File: config.mk
export PLATFORM = sky130hd
export DESIGN_NAME = mc_control_fsm_flat
export DESIGN_NICKNAME = d
export VERILOG_FILES = /design/src/rtl/mc_control_fsm_if.sv /design/src/rtl/mc_control_fsm.sv /design/src/flat_wrapper.sv
export SDC_FILE = /design/constraint.sdc
export NUM_CORES = 1
export LEC_CHECK = 0
export CORE_AREA = 2 2 44 86
export DETAILED_ROUTE_END_ITERATION = 8
export DIE_AREA = 0 0 46 88
export PLACE_DENSITY = 0.72
export RECOVER_POWER = 100
export SYNTH_ARGS = -nofsm -noshare
export SYNTH_HDL_FRONTEND = slang
export SYNTH_SLANG_ARGS = --single-unit
File: constraint.sdc
create_clock -name cclk -period 1.5 [get_ports cclk]
set_input_delay 0.3 -clock cclk [delete_from_list [all_inputs] [get_ports cclk]]
set_output_delay 0.3 -clock cclk [all_outputs]
set_load 0.02 [all_outputs]
File: src/rtl/mc_control_fsm_if.sv
// Control bundle between the multicycle MIPS control FSM and its datapath.
// The master side is the controller: it receives the instruction word and the
// memory-ready strobe, and drives every datapath select, enable and trap flag.
interface mc_control_fsm_if;
    logic [31:0] Instr;
    logic        mem_rdy;
    logic        mem_req;
    logic        MemtoReg;
    logic        IorD;
    logic [1:0]  RegDst;
    logic [1:0]  PCSrc;
    logic [1:0]  ALUSrcA;
    logic [1:0]  ALUSrcB;
    logic        IRWrite;
    logic        MemWrite;
    logic        PCWrite;
    logic        RegWrite;
    logic [1:0]  Branch;
    logic        ExtOp;
    logic [3:0]  ALUControl;
    logic        illegal;
    logic        timeout;
    logic [3:0]  state_dbg;

    modport master (
        input  Instr, mem_rdy,
        output mem_req, MemtoReg, IorD, RegDst, PCSrc, ALUSrcA, ALUSrcB,
               IRWrite, MemWrite, PCWrite, RegWrite, Branch, ExtOp,
               ALUControl, illegal, timeout, state_dbg
    );

    modport slave (
        output Instr, mem_rdy,
        input  mem_req, MemtoReg, IorD, RegDst, PCSrc, ALUSrcA, ALUSrcB,
               IRWrite, MemWrite, PCWrite, RegWrite, Branch, ExtOp,
               ALUControl, illegal, timeout, state_dbg
    );
endinterface

File: src/rtl/mc_control_fsm.sv
// Multicycle MIPS control FSM with a memory-ready handshake.
// Memory states stall until mem_rdy; a per-access wait counter raises a sticky
// timeout trap, and undecodable instructions raise a sticky illegal trap.
// Optional feature macro: MC_CTRL_JAL_EN adds the JAL (opcode 3) and JR
// (R-type funct 8) states; without it both encodings trap as illegal.
module mc_control_fsm #(
    parameter int MEM_TIMEOUT = 16,
    parameter int CNT_W       = 5
) (
    input  logic             cclk,
    input  logic             rstb,
    mc_control_fsm_if.master ctrl
);

    localparam logic [3:0] ALU_AND = 4'b0000;
    localparam logic [3:0] ALU_OR  = 4'b0001;
    localparam logic [3:0] ALU_ADD = 4'b0010;
    localparam logic [3:0] ALU_XOR = 4'b0011;
    localparam logic [3:0] ALU_NOR = 4'b0100;
    localparam logic [3:0] ALU_SUB = 4'b0110;
    localparam logic [3:0] ALU_SLT = 4'b0111;
    localparam logic [3:0] ALU_SLL = 4'b1000;
    localparam logic [3:0] ALU_SRL = 4'b1001;

    localparam logic [5:0] OP_RTYPE = 6'd0;
    localparam logic [5:0] OP_J     = 6'd2;
    localparam logic [5:0] OP_JAL   = 6'd3;
    localparam logic [5:0] OP_BEQ   = 6'd4;
    localparam logic [5:0] OP_BNE   = 6'd5;
    localparam logic [5:0] OP_ADDI  = 6'd8;
    localparam logic [5:0] OP_SLTI  = 6'd10;
    localparam logic [5:0] OP_ANDI  = 6'd12;
    localparam logic [5:0] OP_ORI   = 6'd13;
    localparam logic [5:0] OP_XORI  = 6'd14;
    localparam logic [5:0] OP_LW    = 6'd35;
    localparam logic [5:0] OP_SW    = 6'd43;

    localparam logic [5:0] FN_JR    = 6'd8;

    localparam logic [CNT_W-1:0] TMO_CNT = CNT_W'(MEM_TIMEOUT);
    localparam bit               TMO_EN  = (MEM_TIMEOUT != 0);

    typedef enum logic [3:0] {
        S_FETCH     = 4'd0,
        S_DECODE    = 4'd1,
        S_MEM_ADR   = 4'd2,
        S_MEM_READ  = 4'd3,
        S_MEM_WB    = 4'd4,
        S_MEM_WRITE = 4'd5,
        S_EXECUTE   = 4'd6,
        S_ALU_WB    = 4'd7,
        S_BRANCH    = 4'd8,
        S_ITYPE_EX  = 4'd9,
        S_ITYPE_WB  = 4'd10,
        S_JUMP      = 4'd11,
        S_JAL       = 4'd12,
        S_JR        = 4'd13,
        S_ERROR     = 4'd14
    } state_t;

    state_t           state_q, state_d;
    logic [CNT_W-1:0] cnt_q, cnt_d;
    logic             illegal_q, illegal_d;
    logic             timeout_q, timeout_d;

    logic [5:0] opcode;
    logic [5:0] funct;
    logic       functOk;
    logic       memReq;
    logic       waiting;
    logic       trap;

    assign opcode  = ctrl.Instr[31:26];
    assign funct   = ctrl.Instr[5:0];
    assign memReq  = (state_q == S_FETCH) || (state_q == S_MEM_READ) || (state_q == S_MEM_WRITE);
    assign waiting = memReq && !ctrl.mem_rdy;
    assign trap    = TMO_EN && waiting && (cnt_q == TMO_CNT);

    // Recognise the R-type function codes this controller can execute.
    always_comb begin
        functOk = 1'b0;
        case (funct)
            6'd0, 6'd2, 6'd32, 6'd34, 6'd36, 6'd37, 6'd38, 6'd39, 6'd42: functOk = 1'b1;
`ifdef MC_CTRL_JAL_EN
            FN_JR: functOk = 1'b1;
`endif
            default: functOk = 1'b0;
        endcase
    end

    // Next state, wait-counter and sticky trap flags; a ready strobe in the
    // cycle the counter hits the limit still completes the access.
    always_comb begin
        state_d   = state_q;
        illegal_d = illegal_q;
        timeout_d = timeout_q;
        cnt_d     = waiting ? ((cnt_q == TMO_CNT) ? cnt_q : cnt_q + 1'b1) : '0;
        case (state_q)
            S_FETCH: begin
                if (trap) begin
                    state_d   = S_ERROR;
                    timeout_d = 1'b1;
                end else if (ctrl.mem_rdy) begin
                    state_d = S_DECODE;
                end
            end
            S_DECODE: begin
                case (opcode)
                    OP_LW, OP_SW: state_d = S_MEM_ADR;
                    OP_RTYPE: begin
                        if (!functOk) begin
                            state_d   = S_ERROR;
                            illegal_d = 1'b1;
                        end
`ifdef MC_CTRL_JAL_EN
                        else if (funct == FN_JR) begin
                            state_d = S_JR;
                        end
`endif
                        else begin
                            state_d = S_EXECUTE;
                        end
                    end
                    OP_BEQ, OP_BNE: state_d = S_BRANCH;
                    OP_ADDI, OP_SLTI, OP_ANDI, OP_ORI, OP_XORI: state_d = S_ITYPE_EX;
                    OP_J: state_d = S_JUMP;
`ifdef MC_CTRL_JAL_EN
                    OP_JAL: state_d = S_JAL;
`endif
                    default: begin
                        state_d   = S_ERROR;
                        illegal_d = 1'b1;
                    end
                endcase
            end
            S_MEM_ADR: state_d = (opcode == OP_LW) ? S_MEM_READ : S_MEM_WRITE;
            S_MEM_READ: begin
                if (trap) begin
                    state_d   = S_ERROR;
                    timeout_d = 1'b1;
                end else if (ctrl.mem_rdy) begin
                    state_d = S_MEM_WB;
                end
            end
            S_MEM_WRITE: begin
                if (trap) begin
                    state_d   = S_ERROR;
                    timeout_d = 1'b1;
                end else if (ctrl.mem_rdy) begin
                    state_d = S_FETCH;
                end
            end
            S_EXECUTE:  state_d = S_ALU_WB;
            S_ITYPE_EX: state_d = S_ITYPE_WB;
            S_MEM_WB, S_ALU_WB, S_ITYPE_WB, S_BRANCH, S_JUMP, S_JAL, S_JR: state_d = S_FETCH;
            S_ERROR:    state_d = S_ERROR;
            default:    state_d = S_FETCH;
        endcase
    end

    // State, wait counter and trap flags; reset restarts at FETCH.
    always_ff @(posedge cclk) begin
        if (!rstb) begin
            state_q   <= S_FETCH;
            cnt_q     <= '0;
            illegal_q <= 1'b0;
            timeout_q <= 1'b0;
        end else begin
            state_q   <= state_d;
            cnt_q     <= cnt_d;
            illegal_q <= illegal_d;
            timeout_q <= timeout_d;
        end
    end

    // Moore decode of the datapath controls; MemWrite is also held off while
    // reset is asserted so an aborted store never reaches memory.
    always_comb begin
        ctrl.mem_req    = 1'b0;
        ctrl.MemtoReg   = 1'b0;
        ctrl.IorD       = 1'b0;
        ctrl.RegDst     = 2'd0;
        ctrl.PCSrc      = 2'd0;
        ctrl.ALUSrcA    = 2'd0;
        ctrl.ALUSrcB    = 2'd0;
        ctrl.IRWrite    = 1'b0;
        ctrl.MemWrite   = 1'b0;
        ctrl.PCWrite    = 1'b0;
        ctrl.RegWrite   = 1'b0;
        ctrl.Branch     = 2'b00;
        ctrl.ALUControl = ALU_ADD;
        case (state_q)
            S_FETCH: begin
                ctrl.mem_req = 1'b1;
                ctrl.ALUSrcB = 2'd1;
                ctrl.IRWrite = ctrl.mem_rdy;
                ctrl.PCWrite = ctrl.mem_rdy;
            end
            S_DECODE: ctrl.ALUSrcB = 2'd3;
            S_MEM_ADR: begin
                ctrl.ALUSrcA = 2'd1;
                ctrl.ALUSrcB = 2'd2;
            end
            S_MEM_READ: begin
                ctrl.mem_req = 1'b1;
                ctrl.IorD    = 1'b1;
            end
            S_MEM_WB: begin
                ctrl.MemtoReg = 1'b1;
                ctrl.RegWrite = 1'b1;
            end
            S_MEM_WRITE: begin
                ctrl.mem_req  = 1'b1;
                ctrl.IorD     = 1'b1;
                ctrl.MemWrite = ctrl.mem_rdy && rstb;
            end
            S_EXECUTE: begin
                ctrl.ALUSrcA = 2'd1;
                case (funct)
                    6'd0:    ctrl.ALUControl = ALU_SLL;
                    6'd2:    ctrl.ALUControl = ALU_SRL;
                    6'd34:   ctrl.ALUControl = ALU_SUB;
                    6'd36:   ctrl.ALUControl = ALU_AND;
                    6'd37:   ctrl.ALUControl = ALU_OR;
                    6'd38:   ctrl.ALUControl = ALU_XOR;
                    6'd39:   ctrl.ALUControl = ALU_NOR;
                    6'd42:   ctrl.ALUControl = ALU_SLT;
                    default: ctrl.ALUControl = ALU_ADD;
                endcase
            end
            S_ALU_WB: begin
                ctrl.RegDst   = 2'd1;
                ctrl.RegWrite = 1'b1;
            end
            S_BRANCH: begin
                ctrl.ALUSrcA    = 2'd1;
                ctrl.ALUControl = ALU_SUB;
                ctrl.PCSrc      = 2'd1;
                ctrl.Branch     = (opcode == OP_BNE) ? 2'b10 : 2'b01;
            end
            S_ITYPE_EX: begin
                ctrl.ALUSrcA = 2'd1;
                ctrl.ALUSrcB = 2'd2;
                case (opcode)
                    OP_SLTI: ctrl.ALUControl = ALU_SLT;
                    OP_ANDI: ctrl.ALUControl = ALU_AND;
                    OP_ORI:  ctrl.ALUControl = ALU_OR;
                    OP_XORI: ctrl.ALUControl = ALU_XOR;
                    default: ctrl.ALUControl = ALU_ADD;
                endcase
            end
            S_ITYPE_WB: ctrl.RegWrite = 1'b1;
            S_JUMP: begin
                ctrl.PCSrc   = 2'd2;
                ctrl.PCWrite = 1'b1;
            end
`ifdef MC_CTRL_JAL_EN
            S_JAL: begin
                ctrl.ALUSrcB  = 2'd1;
                ctrl.RegDst   = 2'd2;
                ctrl.RegWrite = 1'b1;
                ctrl.PCSrc    = 2'd2;
                ctrl.PCWrite  = 1'b1;
            end
            S_JR: begin
                ctrl.PCSrc   = 2'd3;
                ctrl.PCWrite = 1'b1;
            end
`endif
            default: ;
        endcase
    end

    assign ctrl.ExtOp     = !((opcode == OP_ANDI) || (opcode == OP_ORI) || (opcode == OP_XORI));
    assign ctrl.illegal   = illegal_q;
    assign ctrl.timeout   = timeout_q;
    assign ctrl.state_dbg = state_q;

endmodule
File: src/flat_wrapper.sv
// flat-port wrapper written by rule: the top's interface ports become plain ports
module mc_control_fsm_flat 
#(
    parameter int MEM_TIMEOUT = 16,
    parameter int CNT_W       = 5
)
  (cclk, rstb, ctrl_Instr, ctrl_mem_rdy, ctrl_mem_req, ctrl_MemtoReg, ctrl_IorD, ctrl_RegDst, ctrl_PCSrc, ctrl_ALUSrcA, ctrl_ALUSrcB, ctrl_IRWrite, ctrl_MemWrite, ctrl_PCWrite, ctrl_RegWrite, ctrl_Branch, ctrl_ExtOp, ctrl_ALUControl, ctrl_illegal, ctrl_timeout, ctrl_state_dbg);
  mc_control_fsm_if ctrl_i ();
  input  logic cclk;
  input  logic rstb;
  input wire logic [$bits(ctrl_i.Instr)-1:0] ctrl_Instr;
  input wire logic [$bits(ctrl_i.mem_rdy)-1:0] ctrl_mem_rdy;
  output wire logic [$bits(ctrl_i.mem_req)-1:0] ctrl_mem_req;
  output wire logic [$bits(ctrl_i.MemtoReg)-1:0] ctrl_MemtoReg;
  output wire logic [$bits(ctrl_i.IorD)-1:0] ctrl_IorD;
  output wire logic [$bits(ctrl_i.RegDst)-1:0] ctrl_RegDst;
  output wire logic [$bits(ctrl_i.PCSrc)-1:0] ctrl_PCSrc;
  output wire logic [$bits(ctrl_i.ALUSrcA)-1:0] ctrl_ALUSrcA;
  output wire logic [$bits(ctrl_i.ALUSrcB)-1:0] ctrl_ALUSrcB;
  output wire logic [$bits(ctrl_i.IRWrite)-1:0] ctrl_IRWrite;
  output wire logic [$bits(ctrl_i.MemWrite)-1:0] ctrl_MemWrite;
  output wire logic [$bits(ctrl_i.PCWrite)-1:0] ctrl_PCWrite;
  output wire logic [$bits(ctrl_i.RegWrite)-1:0] ctrl_RegWrite;
  output wire logic [$bits(ctrl_i.Branch)-1:0] ctrl_Branch;
  output wire logic [$bits(ctrl_i.ExtOp)-1:0] ctrl_ExtOp;
  output wire logic [$bits(ctrl_i.ALUControl)-1:0] ctrl_ALUControl;
  output wire logic [$bits(ctrl_i.illegal)-1:0] ctrl_illegal;
  output wire logic [$bits(ctrl_i.timeout)-1:0] ctrl_timeout;
  output wire logic [$bits(ctrl_i.state_dbg)-1:0] ctrl_state_dbg;
  assign ctrl_i.Instr = ctrl_Instr;
  assign ctrl_i.mem_rdy = ctrl_mem_rdy;
  assign ctrl_mem_req = ctrl_i.mem_req;
  assign ctrl_MemtoReg = ctrl_i.MemtoReg;
  assign ctrl_IorD = ctrl_i.IorD;
  assign ctrl_RegDst = ctrl_i.RegDst;
  assign ctrl_PCSrc = ctrl_i.PCSrc;
  assign ctrl_ALUSrcA = ctrl_i.ALUSrcA;
  assign ctrl_ALUSrcB = ctrl_i.ALUSrcB;
  assign ctrl_IRWrite = ctrl_i.IRWrite;
  assign ctrl_MemWrite = ctrl_i.MemWrite;
  assign ctrl_PCWrite = ctrl_i.PCWrite;
  assign ctrl_RegWrite = ctrl_i.RegWrite;
  assign ctrl_Branch = ctrl_i.Branch;
  assign ctrl_ExtOp = ctrl_i.ExtOp;
  assign ctrl_ALUControl = ctrl_i.ALUControl;
  assign ctrl_illegal = ctrl_i.illegal;
  assign ctrl_timeout = ctrl_i.timeout;
  assign ctrl_state_dbg = ctrl_i.state_dbg;
  mc_control_fsm #(.MEM_TIMEOUT(MEM_TIMEOUT), .CNT_W(CNT_W)) u_core (.cclk(cclk), .rstb(rstb), .ctrl(ctrl_i));
endmodule
==> metrics.md <==
| Metric | Value |
|---|---|
| Most frequent CP cell | buf_6 |
| Synthesis-to-finish area growth | 134% |
| First-pass GRT wire length | 7.32 mm |
| Violations in the final reports | negative setup slack |
| FFs w/ async S/R, synth | 0% |
| Slowest Stage Delay on Critical Path | 0.37 ns |
| Vias in the first global route | 1703 |
| Post-DP Area | 2000 um^2 |
| Primary FF master, synth | dfxtp_1 |
| Root Buffer | clkbuf_8 |
| Leakage power | 1.03 nW |
| Hold crit path type | flop to flop |
| Reg2Reg Depth | 8 |
| 1st-pass router iterations | 4 |
| CTS tree | yes |
| CTS max path bufs | 2 |
| Die height | 88 um |
| Critical path endpoint | ctrl_ALUControl[0] |
| CTS sink count | 11 |
| Final count of hold timing violations | 0 |
| Slack of the worst reg-to-reg path | -0.28 ns |
| Area leader, netlist | dfxtp_1 |
| Row count | 30 |
| CP max-delay cell | or3_4 |
| Overall routing resource usage | 24.3% |
| Synth top cells by count | 17 x nor2_1, 12 x nand2_1, 11 x dfxtp_1, 9 x nor3_1, 7 x a21oi_1 |
| Post-synth top area share | 20.1% |
| Mapped Avg Cell Area | 7.21 um^2 |
| Final Max Slew Viols | 0 |
| Initial antenna violation count | 0 |
| Outcome | finished with violations |
| Placement Setup Slack | -0.977 ns |
| # port buffers | 40 |
| Non-filler cells, final | 289 |
| Post-synthesis instance area | 1100 um^2 |
| Drt drc | 0 |
| Crit-path max FO | 3 |
| Placed Cells | 257 |
| H-tree depth | 1 |
| Register bit total from synthesis | 11 |
| Fin worst setup slack | -0.330 ns |
| Unrepaired setup endpoints after global routing | yes |
| Final Cycle Share | 122% |
| Antenna viol nets, final | 0 |
| Type of origin of the critical path | flop |
| Routed WL | 5.75 mm |
| GPL Wtd Cong | 0.824 |
| Register area share after synthesis | 20.1% |
| Worst R2R Start | u_core.ctrl.state_dbg[0]$_SDFFE_PN0P_ |
| Max frequency | 0.546 GHz |
| Number of synthesized flops with an enable pin | 0 |
| Initial Util | 32.4% |
| Mean number of vias per cell | 5.83 |
| Layout Skew | 0.00217 ns |
| Pin count of the biggest net entering global routing | 20 |
| Num CTS Buffers | 3 |
| Crit. End Element | output pin |
| Worst-path clk slew | 0.05 ns |
| Global route overflow | 0 |
| Wire length per cell | 19.9 um |
| I/O Pins | 63 |
| Max VDD drop | 1.01 mV |
| Die X-Extent | 46 um |
| Fin nets | 295 |
| # diodes | 0 |
| Ranking of synthesized cells by area | dfxtp_1 20%, nor2_1 5.8%, nor3_1 4.1% |
| Most numerous cell in the Yosys netlist | nor2_1 |
| Crit-path cells | nand2b_4 > or3_4 > buf_6 > o2bb2ai_2 > buf_6 |
| R2R Path End | u_core.ctrl.state_dbg[2]$_SDFFE_PN0P_ |
| DP Wirelength | 3.36 mm |
| Yosys Warn Count | 0 |
| Number of max-cap violations | 0 |
| Worst EP required | 1.20 ns |
| Layout cell share with drive strength beyond 1 | 64.6% |
| Critical path type | flop to output pin |
| Total negative slack | -4.76 ns |
| Min Clock Period, post-route | 1.83 ns |
| CP arrival | 1.53 ns |
| Post-synthesis cell type count | 54 |
| Core area | 3380 um^2 |
| Die footprint | 4050 um^2 |
| Finished Cell Area | 2570 um^2 |
| Endpoints failing setup | 28 |
| Worst-Skew Late Latency | 0.24 ns |
| PwrDens | 1280 nW/um^2 |
| Drt initial violations | 50 |
| Via count | 1685 |
| Min Hold Slack | 0.476 ns |
| Post-synthesis cell count | 152 |
| CP startpoint | u_core.ctrl.state_dbg[3]$_SDFFE_PN0P_ |
cell families after synthesis:
group / share of synthesized area [%]
adders and majority gates: 2.28
AOI/OAI and AO/OA: 25.5
buffers and inverters: 8.22
other: 0.342
and+or+nand+nor: 37.7
muxes: 1.94
DFF: 20.1
xor gates and xnor gates: 4.00
cells in the final DEF, fill, tap and decap left out, drive strengths merged, types with 2 or more instances in the layout:
master | synthesis | layout
o22ai | 3 | 3
o21ai | 5 | 5
xnor2 | 3 | 3
nor3 | 9 | 9
nand4 | 4 | 4
ha | 2 | 2
xor2 | 2 | 2
a211oi | 3 | 3
nor2b | 2 | 2
clkbuf | 6 | 6
a21oi | 7 | 7
nor3b | 3 | 3
and2 | 2 | 2
nor2 | 17 | 17
nand2b | 5 | 5
nand4b | 2 | 2
a211o | 2 | 2
or2 | 3 | 3
clkdlybuf4s15 | 0 | 5
conb | 1 | 2
nor4 | 4 | 4
dlygate4sd2 | 0 | 8
dfxtp | 11 | 11
a31o | 2 | 2
buf | 7 | 96
nand3 | 5 | 5
nand2 | 13 | 13
clkdlybuf4s50 | 0 | 2
inv | 5 | 5
report_power, final:
group | internal [mW] | switching [mW]
clock network | 0.187 | 0.111
logic | 1.34 | 1.23
registers | 0.356 | 0.0585
total | 1.89 | 1.40
worst min path at each step:
stage                     cells past startpoint                               end                              from
after floorplan                               2      u_core.cnt_q[1]$_SDFFE_PN0P_      u_core.cnt_q[1]$_SDFFE_PN0P_
after global placement                        1  u_core.ctrl.timeout$_SDFFE_PN0P_  u_core.ctrl.timeout$_SDFFE_PN0P_
after detailed placement                      1  u_core.ctrl.timeout$_SDFFE_PN0P_  u_core.ctrl.timeout$_SDFFE_PN0P_
after CTS                                     1  u_core.ctrl.timeout$_SDFFE_PN0P_  u_core.ctrl.timeout$_SDFFE_PN0P_
after global routing                          1  u_core.ctrl.timeout$_SDFFE_PN0P_  u_core.ctrl.timeout$_SDFFE_PN0P_
final                                         1  u_core.ctrl.timeout$_SDFFE_PN0P_  u_core.ctrl.timeout$_SDFFE_PN0P_
routing by layer:
layer / GRT usage (%) / vias to the layer above / part of all wire [%]
met1: 20.1 / 819 / 34
li1: - / 769 / -
met5: 0 / - / 0
met3: 3.09 / 26 / 4.1
met4: 13.0 / 0 / 5.7
met2: 49.2 / 71 / 56
cell type report:
cell class / count / area, um^2
Clock buffer: 4 / 45.0
Fill cell: 199 / 812
Inverter: 5 / 21.3
Multi-Input combinational cell: 124 / 1190
Sequential cell: 11 / 235
Tap cell: 32 / 40.0
Timing Repair Buffer: 113 / 1030
stage by stage:
stage	total power, mW	utilization [%]
floorplan	1.41	-
global placement	2.12	59.2
detailed placement	2.16	59.2
CTS	2.69	66.7
global route	3.42	76.0
finish	3.29	76.0
registers in the layout (all words and copies together) (netlist names):
name                   cells
u_core.ctrl.illegal        1
u_core.ctrl.state_dbg      4
u_core.ctrl.timeout        1
u_core.cnt_q               5
worst max-delay path, delay by kind of cell, from the launching register on:
family,cells,cell delay [ns]
AO/OA/AOI/OAI,1,0.15
AND/OR/NAND/NOR,2,0.51
flip-flops,1,0.35
buffers and inverters,2,0.29
repair_timing:
action / 4_1_cts / 5_1_grt
setup endpoints to repair: 35 / 32
hold buffers: 0 / 0
gates cloned: 0 / 1
pin swaps: 23 / 13
resized for setup: 177 / 43
buffers inserted: 10 / 17
Note: power is estimated with default switching activity, not from simulation.
